**src/rtl/nibble_serial_adder_if.sv**
```systemverilog
// rtl/nibble_serial_adder_if.sv - operand/result handshakes and slice bus for nibble_serial_adder
interface nibble_serial_adder_if #(
  parameter int WIDTH = 16,
  parameter int SLICE = 4
);
  logic             in_valid;
  logic             in_ready;
  logic [WIDTH-1:0] in_a;
  logic [WIDTH-1:0] in_b;
  logic             in_c;

  logic [SLICE-1:0] slice_a;
  logic [SLICE-1:0] slice_b;
  logic             slice_cin;
  logic [SLICE-1:0] slice_s;
  logic             slice_g;
  logic             slice_p;

  logic             out_valid;
  logic             out_ready;
  logic [WIDTH-1:0] out_sum;
  logic             out_cout;
  logic             out_ovf;

  // master: operand producer, result consumer and the external cla_4 slice
  modport master (
    output in_valid, in_a, in_b, in_c, out_ready, slice_s, slice_g, slice_p,
    input  in_ready, out_valid, out_sum, out_cout, out_ovf, slice_a, slice_b, slice_cin
  );

  modport slave (
    input  in_valid, in_a, in_b, in_c, out_ready, slice_s, slice_g, slice_p,
    output in_ready, out_valid, out_sum, out_cout, out_ovf, slice_a, slice_b, slice_cin
  );
endinterface

```
**src/rtl/nibble_serial_adder.sv**
```systemverilog
// rtl/nibble_serial_adder.sv - multi-cycle adder feeding an external 4-bit CLA slice one nibble per clock
module nibble_serial_adder #(
  parameter int WIDTH = 16,
  parameter int SLICE = 4
) (
  input  logic                 clk,
  input  logic                 rst_n,
  input  logic                 flush,
  nibble_serial_adder_if.slave bus
);
  localparam int NSL = WIDTH / SLICE;
  localparam int IW  = (NSL > 1) ? $clog2(NSL) : 1;
  localparam logic [IW-1:0] LAST_IDX = IW'(NSL - 1);

  typedef enum logic [1:0] {IDLE, RUN, DONE} state_t;

  state_t           state_q, state_d;
  logic [WIDTH-1:0] a_q, b_q, sum_q;
  logic             carry_q;
  logic [IW-1:0]    index_q;
  logic             accept;

  always_ff @(posedge clk or negedge rst_n) begin
    if (!rst_n) begin
      state_q <= IDLE;
    end else begin
      state_q <= state_d;
    end
  end

  always_comb begin
    state_d       = state_q;
    accept        = 1'b0;
    bus.in_ready  = 1'b0;
    bus.out_valid = 1'b0;
    bus.out_sum   = '0;
    bus.out_cout  = 1'b0;
    bus.out_ovf   = 1'b0;
    bus.slice_a   = '0;
    bus.slice_b   = '0;
    bus.slice_cin = 1'b0;
    case (state_q)
      IDLE: begin
        bus.in_ready = 1'b1;
        if (bus.in_valid) begin
          accept  = 1'b1;
          state_d = RUN;
        end
      end
      RUN: begin
        bus.slice_a   = a_q[index_q*SLICE +: SLICE];
        bus.slice_b   = b_q[index_q*SLICE +: SLICE];
        bus.slice_cin = carry_q;
        if (index_q == LAST_IDX) state_d = DONE;
      end
      DONE: begin
        bus.out_valid = 1'b1;
        bus.out_sum   = sum_q;
        bus.out_cout  = carry_q;
        bus.out_ovf   = (a_q[WIDTH-1] == b_q[WIDTH-1]) && (sum_q[WIDTH-1] != a_q[WIDTH-1]);
        if (bus.out_ready) state_d = IDLE;
      end
      default: state_d = IDLE;
    endcase
    // flush overrides both handshakes so no operand is taken and no result is offered
    if (flush) begin
      state_d       = IDLE;
      accept        = 1'b0;
      bus.in_ready  = 1'b0;
      bus.out_valid = 1'b0;
    end
  end

  always_ff @(posedge clk or negedge rst_n) begin
    if (!rst_n) begin
      a_q     <= '0;
      b_q     <= '0;
      sum_q   <= '0;
      carry_q <= 1'b0;
      index_q <= '0;
    end else if (accept) begin
      a_q     <= bus.in_a;
      b_q     <= bus.in_b;
      carry_q <= bus.in_c;
      index_q <= '0;
    end else if (state_q == RUN && !flush) begin
      // inter-slice carry rebuilt from the slice's group generate/propagate
      sum_q[index_q*SLICE +: SLICE] <= bus.slice_s;
      carry_q <= bus.slice_g | (bus.slice_p & carry_q);
      index_q <= (index_q == LAST_IDX) ? '0 : index_q + IW'(1);
    end
  end
endmodule

```
**src/flat_wrapper.sv**
```systemverilog
// flat-port wrapper written by rule: the top's interface ports become plain ports
module nibble_serial_adder_flat 
#(
  parameter int WIDTH = 16,
  parameter int SLICE = 4
)
  (clk, rst_n, flush, bus_in_valid, bus_in_a, bus_in_b, bus_in_c, bus_out_ready, bus_slice_s, bus_slice_g, bus_slice_p, bus_in_ready, bus_out_valid, bus_out_sum, bus_out_cout, bus_out_ovf, bus_slice_a, bus_slice_b, bus_slice_cin);
  nibble_serial_adder_if #(.WIDTH(WIDTH), .SLICE(SLICE)) bus_i ();
  input  logic clk;
  input  logic rst_n;
  input  logic flush;
  input wire logic [$bits(bus_i.in_valid)-1:0] bus_in_valid;
  input wire logic [$bits(bus_i.in_a)-1:0] bus_in_a;
  input wire logic [$bits(bus_i.in_b)-1:0] bus_in_b;
  input wire logic [$bits(bus_i.in_c)-1:0] bus_in_c;
  input wire logic [$bits(bus_i.out_ready)-1:0] bus_out_ready;
  input wire logic [$bits(bus_i.slice_s)-1:0] bus_slice_s;
  input wire logic [$bits(bus_i.slice_g)-1:0] bus_slice_g;
  input wire logic [$bits(bus_i.slice_p)-1:0] bus_slice_p;
  output wire logic [$bits(bus_i.in_ready)-1:0] bus_in_ready;
  output wire logic [$bits(bus_i.out_valid)-1:0] bus_out_valid;
  output wire logic [$bits(bus_i.out_sum)-1:0] bus_out_sum;
  output wire logic [$bits(bus_i.out_cout)-1:0] bus_out_cout;
  output wire logic [$bits(bus_i.out_ovf)-1:0] bus_out_ovf;
  output wire logic [$bits(bus_i.slice_a)-1:0] bus_slice_a;
  output wire logic [$bits(bus_i.slice_b)-1:0] bus_slice_b;
  output wire logic [$bits(bus_i.slice_cin)-1:0] bus_slice_cin;
  assign bus_i.in_valid = bus_in_valid;
  assign bus_i.in_a = bus_in_a;
  assign bus_i.in_b = bus_in_b;
  assign bus_i.in_c = bus_in_c;
  assign bus_i.out_ready = bus_out_ready;
  assign bus_i.slice_s = bus_slice_s;
  assign bus_i.slice_g = bus_slice_g;
  assign bus_i.slice_p = bus_slice_p;
  assign bus_in_ready = bus_i.in_ready;
  assign bus_out_valid = bus_i.out_valid;
  assign bus_out_sum = bus_i.out_sum;
  assign bus_out_cout = bus_i.out_cout;
  assign bus_out_ovf = bus_i.out_ovf;
  assign bus_slice_a = bus_i.slice_a;
  assign bus_slice_b = bus_i.slice_b;
  assign bus_slice_cin = bus_i.slice_cin;
  nibble_serial_adder #(.WIDTH(WIDTH), .SLICE(SLICE)) u_core (.clk(clk), .rst_n(rst_n), .flush(flush), .bus(bus_i));
endmodule
```
**config.mk**
```make
export PLATFORM = sky130hd
export DESIGN_NAME = nibble_serial_adder_flat
export DESIGN_NICKNAME = d
export VERILOG_FILES = /design/src/rtl/nibble_serial_adder_if.sv /design/src/rtl/nibble_serial_adder.sv /design/src/flat_wrapper.sv
export SDC_FILE = /design/constraint.sdc
export NUM_CORES = 1
export LEC_CHECK = 0
export BUFFER_PORTS_ARGS = -buffer_cell sky130_fd_sc_hd__buf_4
export CORE_MARGIN = 1.5
export CORE_UTILIZATION = 50
export DETAILED_ROUTE_END_ITERATION = 8
export PLACE_DENSITY_LB_ADDON = 0.15
export SETUP_SLACK_MARGIN = 0.4
export SYNTH_ARGS = -nofsm -noshare
export SYNTH_HDL_FRONTEND = slang
export SYNTH_SLANG_ARGS = --single-unit
```
**constraint.sdc**
```tcl
create_clock -name clk -period 5.6 [get_ports clk]
set_input_delay 0.84 -clock clk [delete_from_list [all_inputs] [get_ports clk]]
set_output_delay 0.84 -clock clk [all_outputs]
set_load 0.01 [all_outputs]
```
### Word level (Yosys, flattened, before mapping)

Index checks and enable logic that the tools add are counted.

* bits in registers: 53
* logic and storage cells: 54

* add/subtract/negate cells: 2
* equality and inequality tests: 8
* shifts and indexed selects: 4
* muxes and demuxes: 24
* bitwise gates (word level): 3
* reductions and logical operators: 7

Operator list (count)
* 4-bit negation with 34-bit output: 1
* 4-bit by 34-bit variable shift with 16-bit output (first input constant): 1
* 4-bit by 34-bit variable part select with 16-bit output: 1
* 16-bit by 5-bit variable part select with 4-bit output: 2
* 16-bit bitwise mux: 1
* 16-bit two-way mux: 1
* 2-bit two-way mux: 7
* 1-bit two-way mux: 12
* 4-bit two-way mux: 2
* 3-bit inequality test (second input constant): 2
* 2-bit one-hot mux with 3 select lines: 1
* 2-bit == test (second input constant): 2
* 3-bit by 2-bit inequality test with 1-bit output (second input constant): 1
* 3-bit AND reduction: 1
* 2-bit by 1-bit adder with 2-bit output (second input constant): 1
* 2-bit by 1-bit == test with 1-bit output (second input constant): 1
* 1-bit logical AND: 2
* 2-bit logical NOT: 1
* 2-bit AND reduction: 1
* 2-bit nonzero test: 1
* 1-bit AND: 1
* 1-bit == test: 1
* 1-bit logical NOT: 1
* 1-bit inequality test: 1
* 2 further kinds: 2

### Depth between registers and ports, before layout

Gate-level depths: netlist (run 1).

* depth after elaboration: 5
* depth in mapped cells: 8

### Least setup slack after synthesis (run 1)

No wires, ideal clock.

* kind: register to output
* start point: register u_core.index_q[0]
* end point: output bus_slice_a[2]
* arrival: 1464 ps
* required time: 4760 ps
* path slack: 3296 ps
* stages on the path, launching flop included: 5
* path buffers: 2
* path through: dfrtp_1 buf_2 buf_2 mux4_2 nor2b_1

* word-level cells in the longest chain between the ends: 2

RTL lines
* from (decl): RTL line nibble_serial_adder.sv:20 `logic [IW-1:0] index_q;`
* from (signal assigned): RTL line nibble_serial_adder.sv:90 `index_q <= (index_q == LAST_IDX) ? '0 : index_q + IW'(1);`
* 16-bit by 5-bit variable part select with 4-bit output: RTL line nibble_serial_adder.sv:51 `bus.slice_a = a_q[index_q*SLICE +: SLICE];`
* 4-bit two-way mux: RTL line nibble_serial_adder.sv:42 `case (state_q)`
* to (decl): RTL line flat_wrapper.sv:25 `output wire logic [$bits(bus_i.slice_a)-1:0] bus_slice_a;`

Every way passes these cells.

### Worst setup path in the final report (run 1)

Ends and elaborated chain as after synthesis.

==> results of run 1 <==
-- per-stage QoR --
step / power, uW / instance area (sq um) / std cells / hold slack (ns) / worst slack [ns]
5_1_grt: 1210 / 3270 / 336 / 0.515 / 2.51
2_1_floorplan: 796 / 2600 / 198 / 0.442 / 3.30
3_5_place_dp: 906 / 3160 / 329 / 0.464 / 2.95
4_1_cts: 1160 / 3270 / 336 / 0.484 / 2.60
3_3_place_gp: 895 / 3160 / 329 / 0.457 / 2.97
6_report: 1140 / 3270 / 336 / 0.479 / 2.67
-- worst reg2reg max path, cell delays in order (launching register included) --
cell and delay [ns]:
dfrtp_1 0.88, inv_1 0.24, ha_1 0.29, or2_2 0.32, nor4_2 0.41, a22o_1 0.20
-- worst max path at each step --
stage | cells after the start | end | slack [ns]
final | 3 | bus_slice_a[2] | 2.67
after global routing | 3 | bus_slice_b[0] | 2.51
after CTS | 3 | bus_slice_b[3] | 2.60
after detailed placement | 3 | bus_slice_b[3] | 2.95
after global placement | 3 | bus_slice_b[3] | 2.97
after floorplan | 4 | bus_slice_a[2] | 3.30
-- power breakdown --
group	total (uW)	switching, uW	internal, uW
registers	555	85.6	469
logic	336	124	212
clock network	251	121	130
total	1140	331	811
-- layout by cell type (no fill, tap or decap), drive strengths merged --
cell	count
mux2i	1
nor2	8
a2111oi	1
dfrtp	53
nor4b	2
nor4	1
bufinv	1
or2	1
ha	6
mux2	32
o31ai	2
a22oi	1
nand3b	1
and2	16
clkbuf	5
nor2b	9
nand2b	2
buf	73
a22o	12
clkinv	1
a21oi	1
nor3	2
mux4	8
nor3b	1
o21ai	5
o22a	1
and4bb	1
nand2	12
nand4bb	4
inv	3
-- state kept, by name, indices dropped and copies added, names as in the netlist --
name / count
u_core.state_q: 2
u_core.sum_q: 16
u_core.carry_q: 1
u_core.index_q: 2
u_core.a_q: 16
u_core.b_q: 16
-- cells by family after synthesis --
kind of cell | count (synthesis) | share of synthesized area [%]
AO/OA/AOI/OAI | 23 | 6.73
adder cells (fa/ha/maj) | 6 | 2.89
buffers and inverters | 15 | 3.27
flip-flops | 53 | 51.0
multiplexers | 41 | 21.2
AND/OR/NAND/NOR | 60 | 15.0
-- layout make-up --
cell class	instances	area (sq um)	area share (%)
flip-flops and latches	53	1330	40.6
multi-input cells	130	1190	36.4
repair buffers	73	548	16.8
well taps	70	87.6	2.68
clock buffers	5	68.8	2.11
clock inverters	2	35.0	1.07
inverters	3	11.3	0.345
-- layer usage --
metal	track usage [%]	part of all wire (%)	wire (um)	vias to the layer above
met3	5.76	5.5	276	5
met4	6.55	1.1	54	0
met5	0	0	0	-
li1	-	-	-	842
met1	25.3	43	2170	871
met2	30.8	50	2550	46
==> results by group, run 1 <==
Outcome
  – Status: completed

Worst hold path
  – Hold path start: u_core.sum_q[0]
  – Worst min-delay path class: register to register
  – Hold endpoint: u_core.sum_q[0]
  – Worst Hold Path Cells: 2

Yosys
  – Cell variety after synth: 32
  – Synth area leader: dfrtp_1
  – Flops & latches, synth: 53
  – Post-synth EDFFs: 0
  – Register area share after synthesis: 51.0%
  – Count leader, synth: dfrtp_1
  – Mean Syn Cell Area: 13.1 sq um
  – Ranking of synthesized cells by area: dfrtp_1 51%, mux2_2 13%, mux4_2 6.9%
  – Async set-reset flop share out of synthesis: 100%
  – Post-synth top area share: 51.0%
  – Most frequent cells after synthesis: 53 x dfrtp_1, 30 x mux2_2, 16 x and2_1
  – Prevailing post-synth register cell: dfrtp_1
  – Netlist Area Pre-Place: 0.00260 sq mm
  – Number of standard cells after synthesis: 198
  – Syn nets: 248
  – Total number of yosys warnings: 0

Floorplanning
  – IO Count: 73
  – Initial core utilization: 51.3%
  – Chip height: 75.1 um
  – Die Wd: 75.1 um
  – Num rows: 26
  – Area of the core: 0.00507 sq mm
  – Die Footprint: 0.00564 sq mm

Detailed routing
  – DR vias/cell: 5.25
  – DRT iter0 DRCs: 93
  – Vias: 1764
  – Pre-antenna DRT Iters: 4
  – Post-route ant nets: 0
  – Final wirelength: 5040 um
  – WL/cell: 15.0 um
  – Drc violations: 0

Clock network
  – H-tree levels: 2
  – # resized after CTS: 0
  – # Post-CTS Setup Buffers: 0
  – CTS root buffer: clkbuf_8
  – Num CTS Buffers: 5
  – Clk slew on worst S/H paths: 0.09 ns
  – Maximum buffer depth of the clock tree: 2
  – Cts-stage hold buffer count: 0
  – Worst-Skew Late Latency: 0.30 ns
  – CTS tree: built
  – CTS Sinks: 53

Worst setup path
  – Worst Path Buf+Inv: 1
  – R2R depth: 5
  – CP max stage cell: dfrtp_1
  – R2r endpoint: u_core.sum_q[13]
  – Worst path max stage delay: 0.88 ns
  – Critical path's top delay family: flip-flops
  – Beginning of the worst register-to-register path: u_core.index_q[0]
  – Setup crit end kind: output port
  – Critical path launch point type: register
  – Arr. time, crit path: 2.09 ns
  – CP startpoint: u_core.index_q[0]
  – Critical Path Fanout Max: 17
  – Path type of the worst setup path: register to output port
  – Worst endpoint required time: 4.76 ns
  – Critical path cell sequence: mux4_2 > nor2b_1 > buf_4
  – Setup slack, reg-to-reg: 3.21 ns

Timing
  – Slew @ Worst Pin: 0.806 ns
  – Peak Freq: 342 MHz
  – Pins Over Slew Limit: 0
  – Tcrit/Tclk final: 52.3%
  – Clock period minus final worst setup slack: 2.93 ns
  – Max-slew headroom: 46.2%
  – Setup violations, final: 0
  – Hold Violations, Final: 0
  – Setup Total Neg Slack: 0 ns
  – Worst Skew: 0.00588 ns
  – RSZ-0062 raised after global routing: no

Layout
  – Syn-to-layout area delta: 25.6%
  – Fraction of layout cells with a size suffix above 1: 46.6%
  – Final core occ: 64.4%
  – Antenna cell count: 0
  – Fill cell count: 442
  – Final Net Count: 316

Global routing
  – Largest net degree at the start of global routing: 54
  – Antenna violations before repair: 0
  – Number of global-route vias before repair: 1703
  – Total gr overflow: 0
  – Overall Global Routing Usage: 19.3%
  – First-pass GRT wire length: 8050 um

Flow run
  – MaxCap Viol Count: 0

Placed design
  – HPWL after DPL: 3540 um
  – IO buf count: 72
  – Final Wtd Congestion: 0.747

Power
  – Pleak: 0.00148 uW
  – Pwr dens: 350 mW/mm^2
  – Max VDD drop: 0.000213 V
Power figures use the tool's default switching activity.
==> run 2: changes to the inputs <==
--- a/config.mk
+++ b/config.mk
@@ -7,7 +7,7 @@
 export LEC_CHECK = 0
 export BUFFER_PORTS_ARGS = -buffer_cell sky130_fd_sc_hd__buf_4
 export CORE_MARGIN = 1.5
-export CORE_UTILIZATION = 50
+export CORE_UTILIZATION = 47
 export DETAILED_ROUTE_END_ITERATION = 8
 export PLACE_DENSITY_LB_ADDON = 0.15
 export SETUP_SLACK_MARGIN = 0.4
==> constraint.sdc (replaced) <==
create_clock -name clk -period 2.4 [get_ports clk]
set_input_delay 0.36 -clock clk [delete_from_list [all_inputs] [get_ports clk]]
set_output_delay 0.36 -clock clk [all_outputs]
set_load 0.01 [all_outputs]
==> run 2 against run 1 <==
Net effect: via count up 0.68%; clock-buffer cell count unchanged; combinational power rose to 3.0 times the previous value; final area increased by 3.9%; utilization grew 0.82 points; setup slack worse by 2.3 ns; clock skew increased by 0.0057 ns; die area up 6.1%; register-to-register slack lost 2.7 ns; power rose by 150%; non-clock buffer count increased by 9; largest cell class unchanged; largest power group unchanged.
==> results by group, run 2 (synthesis gave the netlist of run 1 again) <==
Timing
  – Slew @ Worst Pin: 0.670 ns (-0.137 ns)
  – Setup Total Neg Slack: 0 ns (unchanged)
  – Worst Skew: 0.0116 ns (+0.00569 ns)
  – Fin worst setup slack: 0.405 ns (-2.27 ns)
  – Tcrit/Tclk final: 83.1%
  – Clock period minus final worst setup slack: 2.00 ns
  – Peak Freq: 501 MHz
  – Max-slew headroom: 55.4% (+9.1 points)
  – Hold Violations, Final: 0 (unchanged)
  – Pins Over Slew Limit: 0 (unchanged)
  – RSZ-0062 raised after global routing: yes
  – Setup violations, final: 0 (unchanged)
  – Fin Hold WS: 0.0599 ns (-0.419 ns)

Global routing
  – Antenna violations before repair: 0 (unchanged)
  – Overall Global Routing Usage: 18.5% (-0.74 points)
  – Total gr overflow: 0 (unchanged)
  – Number of global-route vias before repair: 1787 (+4.9%)
  – First-pass GRT wire length: 8570 um (+6.4%)
  – Largest net degree at the start of global routing: 54 (unchanged)

Layout
  – Storage element area: 0.00133 sq mm (+0.28%)
  – Biggest registers after layout: u_core.a_q x16, u_core.b_q x16, u_core.sum_q x16
  – Antenna cell count: 0 (unchanged)
  – Fill cell count: 421 (-4.8%)
  – Fraction of layout cells with a size suffix above 1: 51.3% (+4.7 points)
  – Multi-input logic area: 0.00123 sq mm (+3.0%)
  – Final Net Count: 325 (+2.8%)
  – Syn-to-layout area delta: 30.4%
  – Commonest non-fill, non-tap cell in the layout: buf_4
  – Commonest non-fill, non-tap cells in the layout: 77 x buf_4, 50 x dfrtp_1, 30 x mux2_2

Power
  – Internal power: 2010 uW (+150%)
  – Pwr dens: 830 mW/mm^2 (+140%)
  – Pleak: 0.00155 uW (+4.4%)
  – Clock share of power: 20.8% (-1.2 points)
  – Psw: 809 uW (+140%)
  – Max VDD drop: 0.000400 V (+88%)
  – Sequential Power Share: 43.6% (-5.0 points)
  – Gate power share: 35.6% (+6.2 points)
  – Net Sw Frac: 28.7% (-0.25 points)

Placed design
  – IO buf count: 72 (unchanged)
  – Post-Place Setup Slack: 0.387 ns (-2.56 ns)
  – Final Wtd Congestion: 0.772 (+3.3%)
  – HPWL after DPL: 3860 um (+9.0%)

Worst setup path
  – Path type of the worst setup path: register to output port
  – Arr. time, crit path: 1.64 ns (-0.45 ns)
  – Critical Path Fanout Max: 5 (-12)
  – Setup crit end kind: output port
  – Worst endpoint required time: 2.04 ns (-2.72 ns)
  – Critical path launch point type: register

Detailed routing
  – Pre-antenna DRT Iters: 4 (unchanged)
  – Final wirelength: 5310 um (+5.2%)
  – Vias: 1776 (+0.68%)
  – DR vias/cell: 5.15 (-1.9%)
  – DRT iter0 DRCs: 68 (-27%)
  – Drc violations: 0 (unchanged)
  – Post-route ant nets: 0 (unchanged)
  – WL/cell: 15.4 um (+2.5%)

Flow run
  – MaxCap Viol Count: 0 (unchanged)

Floorplanning
  – Die Wd: 77.4 um (+3.0%)
  – Initial core utilization: 50.0% (-1.3 points)
  – Area of the core: 0.00520 sq mm (+2.6%)
  – Num rows: 26 (unchanged)
  – Chip height: 77.4 um (+3.0%)
  – IO Count: 73 (unchanged)
  – Die Footprint: 0.00599 sq mm (+6.1%)

Outcome
  – Status: completed

Clock network
  – Worst-Skew Late Latency: 0.31 ns (about the same)
  – CTS tree: built
  – Num CTS Buffers: 5 (unchanged)
  – Cts-stage hold buffer count: 0 (unchanged)
  – Clk slew on worst S/H paths: 0.10 ns (about the same)
  – CTS root buffer: clkbuf_8
  – H-tree levels: 2 (unchanged)
  – Maximum buffer depth of the clock tree: 2 (unchanged)
  – CTS Sinks: 53 (unchanged)

Worst hold path
  – Worst min-delay path class: input port to async pin
==> run 2: worst paths after layout <==
path                                   start                 to  slack, ns  depth (start not counted)
max                        u_core.index_q[0]     bus_slice_a[3]       0.40                          4
min                                    rst_n      u_core.a_q[7]       0.06                          1
max reg2reg                u_core.index_q[0]   u_core.sum_q[13]       0.51                          6
min reg2reg                  u_core.sum_q[1]    u_core.sum_q[1]       0.48                          2
max in group asynchronous              rst_n  u_core.state_q[1]       1.83                          1
min in group clk                 bus_in_b[9]      u_core.b_q[9]       0.26                          2
==> run 2: power groups by stage <==
| stage | logic, uW | clock network, uW | registers [uW] |
|---|---|---|---|
| after floorplan | 671 | 0 | 1190 |
| after global placement | 870 | 0 | 1260 |
| after detailed placement | 893 | 0 | 1260 |
| after CTS | 968 | 599 | 1230 |
| after global routing | 1100 | 637 | 1260 |
| final | 1000 | 586 | 1230 |
==> run 2: critical path, cell delays in order, from the launching register on <==
cell	delay [ns]
dfrtp_2	0.42
buf_6	0.14
mux4_2	0.49
nor2b_4	0.14
buf_4	0.14
==> run 2: area by class of cell <==
class                   count  share of cell area [%]
flip-flops and latches     53                    39.2
multi-input cells         130                    36.1
repair buffers             82                    18.7
well taps                  70                    2.58
clock buffers               5                    2.03
clock inverters             2                    1.03
inverters                   3                   0.332
==> run 2: repair_timing <==
item	CTS	global route
resized for setup	4	12
endpoints found under the setup margin	18	19
buffers inserted	4	0
pin swaps	0	0
==> run 2: metrics by stage <==
step | power [uW] | cells | util, % | area, sq um
finish | 2820 | 345 | 65.2 | 3390
global route | 2990 | 345 | 65.2 | 3390
CTS | 2800 | 345 | 64.3 | 3350
detailed placement | 2150 | 334 | 61.5 | 3200
global placement | 2130 | 334 | 61.5 | 3200
floorplan | 1860 | 198 | - | 2600
==> run 2: per-layer routing <==
metal	global-route usage [%]	part of all wire (%)	up-vias
met3	6.00	6.2	8
met5	0	0	-
met1	23.3	43	861
met2	30.2	49	45
met4	6.36	1.7	0
li1	-	-	862
==> run 3: changes to the inputs <==
--- a/config.mk
+++ b/config.mk
@@ -5,9 +5,10 @@
 export SDC_FILE = /design/constraint.sdc
 export NUM_CORES = 1
 export LEC_CHECK = 0
+export ABC_AREA = 1
 export BUFFER_PORTS_ARGS = -buffer_cell sky130_fd_sc_hd__buf_4
 export CORE_MARGIN = 1.5
-export CORE_UTILIZATION = 47
+export CORE_UTILIZATION = 48
 export DETAILED_ROUTE_END_ITERATION = 8
 export PLACE_DENSITY_LB_ADDON = 0.15
 export SETUP_SLACK_MARGIN = 0.4
==> constraint.sdc (replaced) <==
create_clock -name clk -period 1.68 [get_ports clk]
set_input_delay 0.252 -clock clk [delete_from_list [all_inputs] [get_ports clk]]
set_output_delay 0.252 -clock clk [all_outputs]
set_load 0.01 [all_outputs]
==> run 3 against run 2 <==
Net effect: the run now ends with negative hold slack left; largest power group is now combinational cells; area after synthesis grew 14%; non-clock buffer count up 17; clock skew up 0.0025 ns; critical path type is now register to register.
==> results by group, run 3 <==
Yosys
  – Prevailing post-synth register cell: dfrtp_1
  – Async set-reset flop share out of synthesis: 100% (unchanged)
  – Syn nets: 462 (+86%)
  – Total number of yosys warnings: 0 (unchanged)
  – Flops & latches, synth: 53 (unchanged)
  – Mean Syn Cell Area: 7.21 sq um (-45%)
  – Number of standard cells after synthesis: 412 (+110%)
  – Netlist Area Pre-Place: 0.00297 sq mm (+14%)
  – Post-synth top area share: 44.7% (-6.3 points)
  – Cell variety after synth: 25 (-22%)
  – Post-synth EDFFs: 0 (unchanged)
  – Ranking of synthesized cells by area: dfrtp_1 45%, nand2_1 16%, inv_1 12%
  – Synth area leader: dfrtp_1
  – Count leader, synth: nand2_1
  – Most frequent cells after synthesis: 123 x nand2_1, 91 x inv_1, 53 x dfrtp_1
  – Register area share after synthesis: 44.7% (-6.3 points)

Global routing
  – First-pass GRT wire length: 11700 um (+37%)
  – Total gr overflow: 0 (unchanged)
  – Antenna violations before repair: 0 (unchanged)
  – Largest net degree at the start of global routing: 54 (unchanged)
  – Number of global-route vias before repair: 2525 (+41%)
  – Overall Global Routing Usage: 23.2% (+4.7 points)

Worst setup path
  – Setup slack, reg-to-reg: 0.01 ns (-0.50 ns)
  – Arr. time, crit path: 1.86 ns (+0.22 ns)
  – Worst path max stage delay: 0.45 ns (-0.04 ns)
  – Path type of the worst setup path: register to register
  – R2r endpoint: u_core.b_q[7]
  – Worst endpoint required time: 1.87 ns (-0.17 ns)
  – Beginning of the worst register-to-register path: u_core.state_q[0]
  – R2R depth: 8 (+2)
  – Critical Path Fanout Max: 25 (+20)
  – Critical path's most frequent cell: buf_12
  – Critical path cell sequence: buf_4 > buf_12 > buf_6 > nor2_4 > nand3_4 > buf_12 > nand2_1 > o21ai_1
  – Setup crit end kind: register
  – Critical path launch point type: register
  – CP max stage cell: dfrtp_2

Layout
  – Commonest non-fill, non-tap cell in the layout: nand2_1
  – Biggest registers after layout: u_core.a_q x16, u_core.b_q x16, u_core.sum_q x16
  – Final Net Count: 558 (+72%)
  – Syn-to-layout area delta: 47.7%
  – Antenna cell count: 0 (unchanged)
  – Fraction of layout cells with a size suffix above 1: 41.5% (-9.7 points)
  – Commonest non-fill, non-tap cells in the layout: 94 x nand2_1, 87 x inv_1, 76 x buf_4
  – Final core occ: 73.6% (+8.4 points)

Clock network
  – CTS tree: built
  – Maximum buffer depth of the clock tree: 2 (unchanged)
  – CTS Sinks: 53 (unchanged)
  – Worst-Skew Late Latency: 0.31 ns (about the same)
  – Num CTS Buffers: 5 (unchanged)
  – H-tree levels: 2 (unchanged)
  – Clk slew on worst S/H paths: 0.11 ns (about the same)
  – Cts-stage hold buffer count: 0 (unchanged)
  – CTS root buffer: clkbuf_8

Detailed routing
  – Post-route ant nets: 0 (unchanged)
  – Pre-antenna DRT Iters: 5 (+1)
  – Final wirelength: 8730 um (+64%)
  – DRT iter0 DRCs: 206 (+200%)
  – WL/cell: 15.0 um (-2.7%)
  – Drc violations: 0 (unchanged)
  – DR vias/cell: 5.07 (-1.5%)
  – Vias: 2955 (+66%)

Placed design
  – HPWL after DPL: 4650 um (+20%)
  – IO buf count: 72 (unchanged)
  – Final Wtd Congestion: 0.797 (+3.2%)

Timing
  – RSZ-0062 raised after global routing: yes
  – Max-slew headroom: 54.4% (-0.95 points)
  – Pins Over Slew Limit: 0 (unchanged)
  – Hold Violations, Final: 31 (+31)
  – Tcrit/Tclk final: 99.4%
  – Setup violations, final: 0 (unchanged)
  – Slew @ Worst Pin: 0.684 ns (+0.0143 ns)
  – Clock period minus final worst setup slack: 1.67 ns
  – Peak Freq: 599 MHz
  – Worst Skew: 0.0141 ns (+0.00249 ns)
  – Fin Hold WS: -0.0295 ns (-0.0894 ns)
  – Setup Total Neg Slack: 0 ns (unchanged)

Worst hold path
  – Worst min-delay path class: input port to async pin

Power
  – Net Sw Frac: 39.2% (+10 points)
  – Clock share of power: 18.8% (-2.0 points)
  – Pleak: 0.00225 uW (+45%)
  – Gate power share: 44.0% (+8.4 points)
  – Max VDD drop: 0.000652 V (+63%)
  – Post-layout power: 4630 uW (+64%)
  – Psw: 1810 uW (+120%)
  – Pwr dens: 1050 mW/mm^2 (+27%)
  – Sequential Power Share: 37.2% (-6.4 points)
  – Internal power: 2810 uW (+40%)

Floorplanning
  – Initial core utilization: 49.9% (-0.12 points)
  – Die Wd: 81.7 um (+5.5%)
  – Die Footprint: 0.00667 sq mm (+11%)
  – Area of the core: 0.00596 sq mm (+14%)
  – Chip height: 81.7 um (+5.5%)
  – IO Count: 73 (unchanged)
  – Num rows: 28 (+7.7%)

Outcome
  – Violated checks: negative hold slack
  – Status: finished, violations left

Flow run
  – MaxCap Viol Count: 0 (unchanged)
## run 3: cell types whose count changed in the layout (fill, tap and decap cells not counted), sizes merged, moves of 16 or more
cell,previous run,this run
inv,3,95
and2,16,0
nand2,12,124
nor2,8,38
mux2,32,0
buf,82,98
o21ai,5,38
nand3,0,31
## run 3: timing repair
item / in CTS / in global routing
pin swaps: 12 / 18
resized for setup: 52 / 71
buffers inserted: 13 / 5
endpoints found under the setup margin: 45 / 82
gates cloned: 3 / 4
## run 3: per-stage QoR
| stage | worst slack (ns) | hold WS, ns | cell area, sq um | instances |
|---|---|---|---|---|
| 2_1_floorplan | 0.229 | -0.0436 | 3040 | 412 |
| 3_3_place_gp | 0.219 | 0.328 | 3600 | 551 |
| 3_5_place_dp | 0.178 | 0.336 | 3600 | 551 |
| 4_1_cts | 0.0698 | 0.00527 | 4030 | 574 |
| 5_1_grt | -0.0424 | 0.0217 | 4390 | 583 |
| 6_report | 0.0103 | -0.0295 | 4390 | 583 |
## run 3: cell families (layout without fill, tap and decap cells)
logic type | count (synthesis) | after routing | synth area share, %
AND/OR/NAND/NOR | 195 | 196 | 26.8
buffers and inverters | 109 | 204 | 15.9
flip-flops | 53 | 53 | 44.7
AO/OA/AOI/OAI | 49 | 49 | 10.2
adder cells (fa/ha/maj) | 6 | 6 | 2.53
## run 3: power by group through the flow
stage	Clock (uW)	Sequential, uW	Combinational (uW)
2_1_floorplan	0	1660	1080
6_report	872	1720	2040
5_1_grt	920	1740	2210
3_5_place_dp	0	1710	1430
4_1_cts	873	1690	1690
3_3_place_gp	0	1700	1410
## run 3: layout make-up
class / instances / area, sq um
clock buffers: 5 / 68.8
clock inverters: 2 / 35.0
fillers: 439 / 1570
inverters: 95 / 392
multi-input cells: 251 / 1570
flip-flops and latches: 53 / 1330
well taps: 75 / 93.8
repair buffers: 99 / 877
repair inverters: 3 / 17.5
## run 3: how the worst max path moves through the flow
stage	start	end	slack, ns	cells past startpoint
6_report	u_core.state_q[0]	u_core.b_q[7]	0.01	8
4_1_cts	u_core.index_q[0]	bus_slice_a[2]	0.07	5
2_1_floorplan	u_core.index_q[0]	u_core.sum_q[12]	0.23	8
3_3_place_gp	u_core.state_q[1]	bus_slice_cin	0.22	4
3_5_place_dp	u_core.state_q[0]	bus_slice_b[0]	0.18	3
5_1_grt	u_core.state_q[0]	u_core.a_q[5]	-0.04	8
## run 3: worst max-delay path: cells and delay by family, from the launching register on
kind | cells | cell delay (ns)
and+or+nand+nor | 3 | 0.36
DFF | 1 | 0.45
buffers and inverters | 4 | 0.65
AOI/OAI and AO/OA | 1 | 0.07
## run 3: metal layers
metal	wire, um	GRT usage (%)	share of wire (%)
met5	0	0	0
met4	266	8.47	3.0
met3	495	3.22	5.7
met2	4420	39.8	51
met1	3550	30.0	41
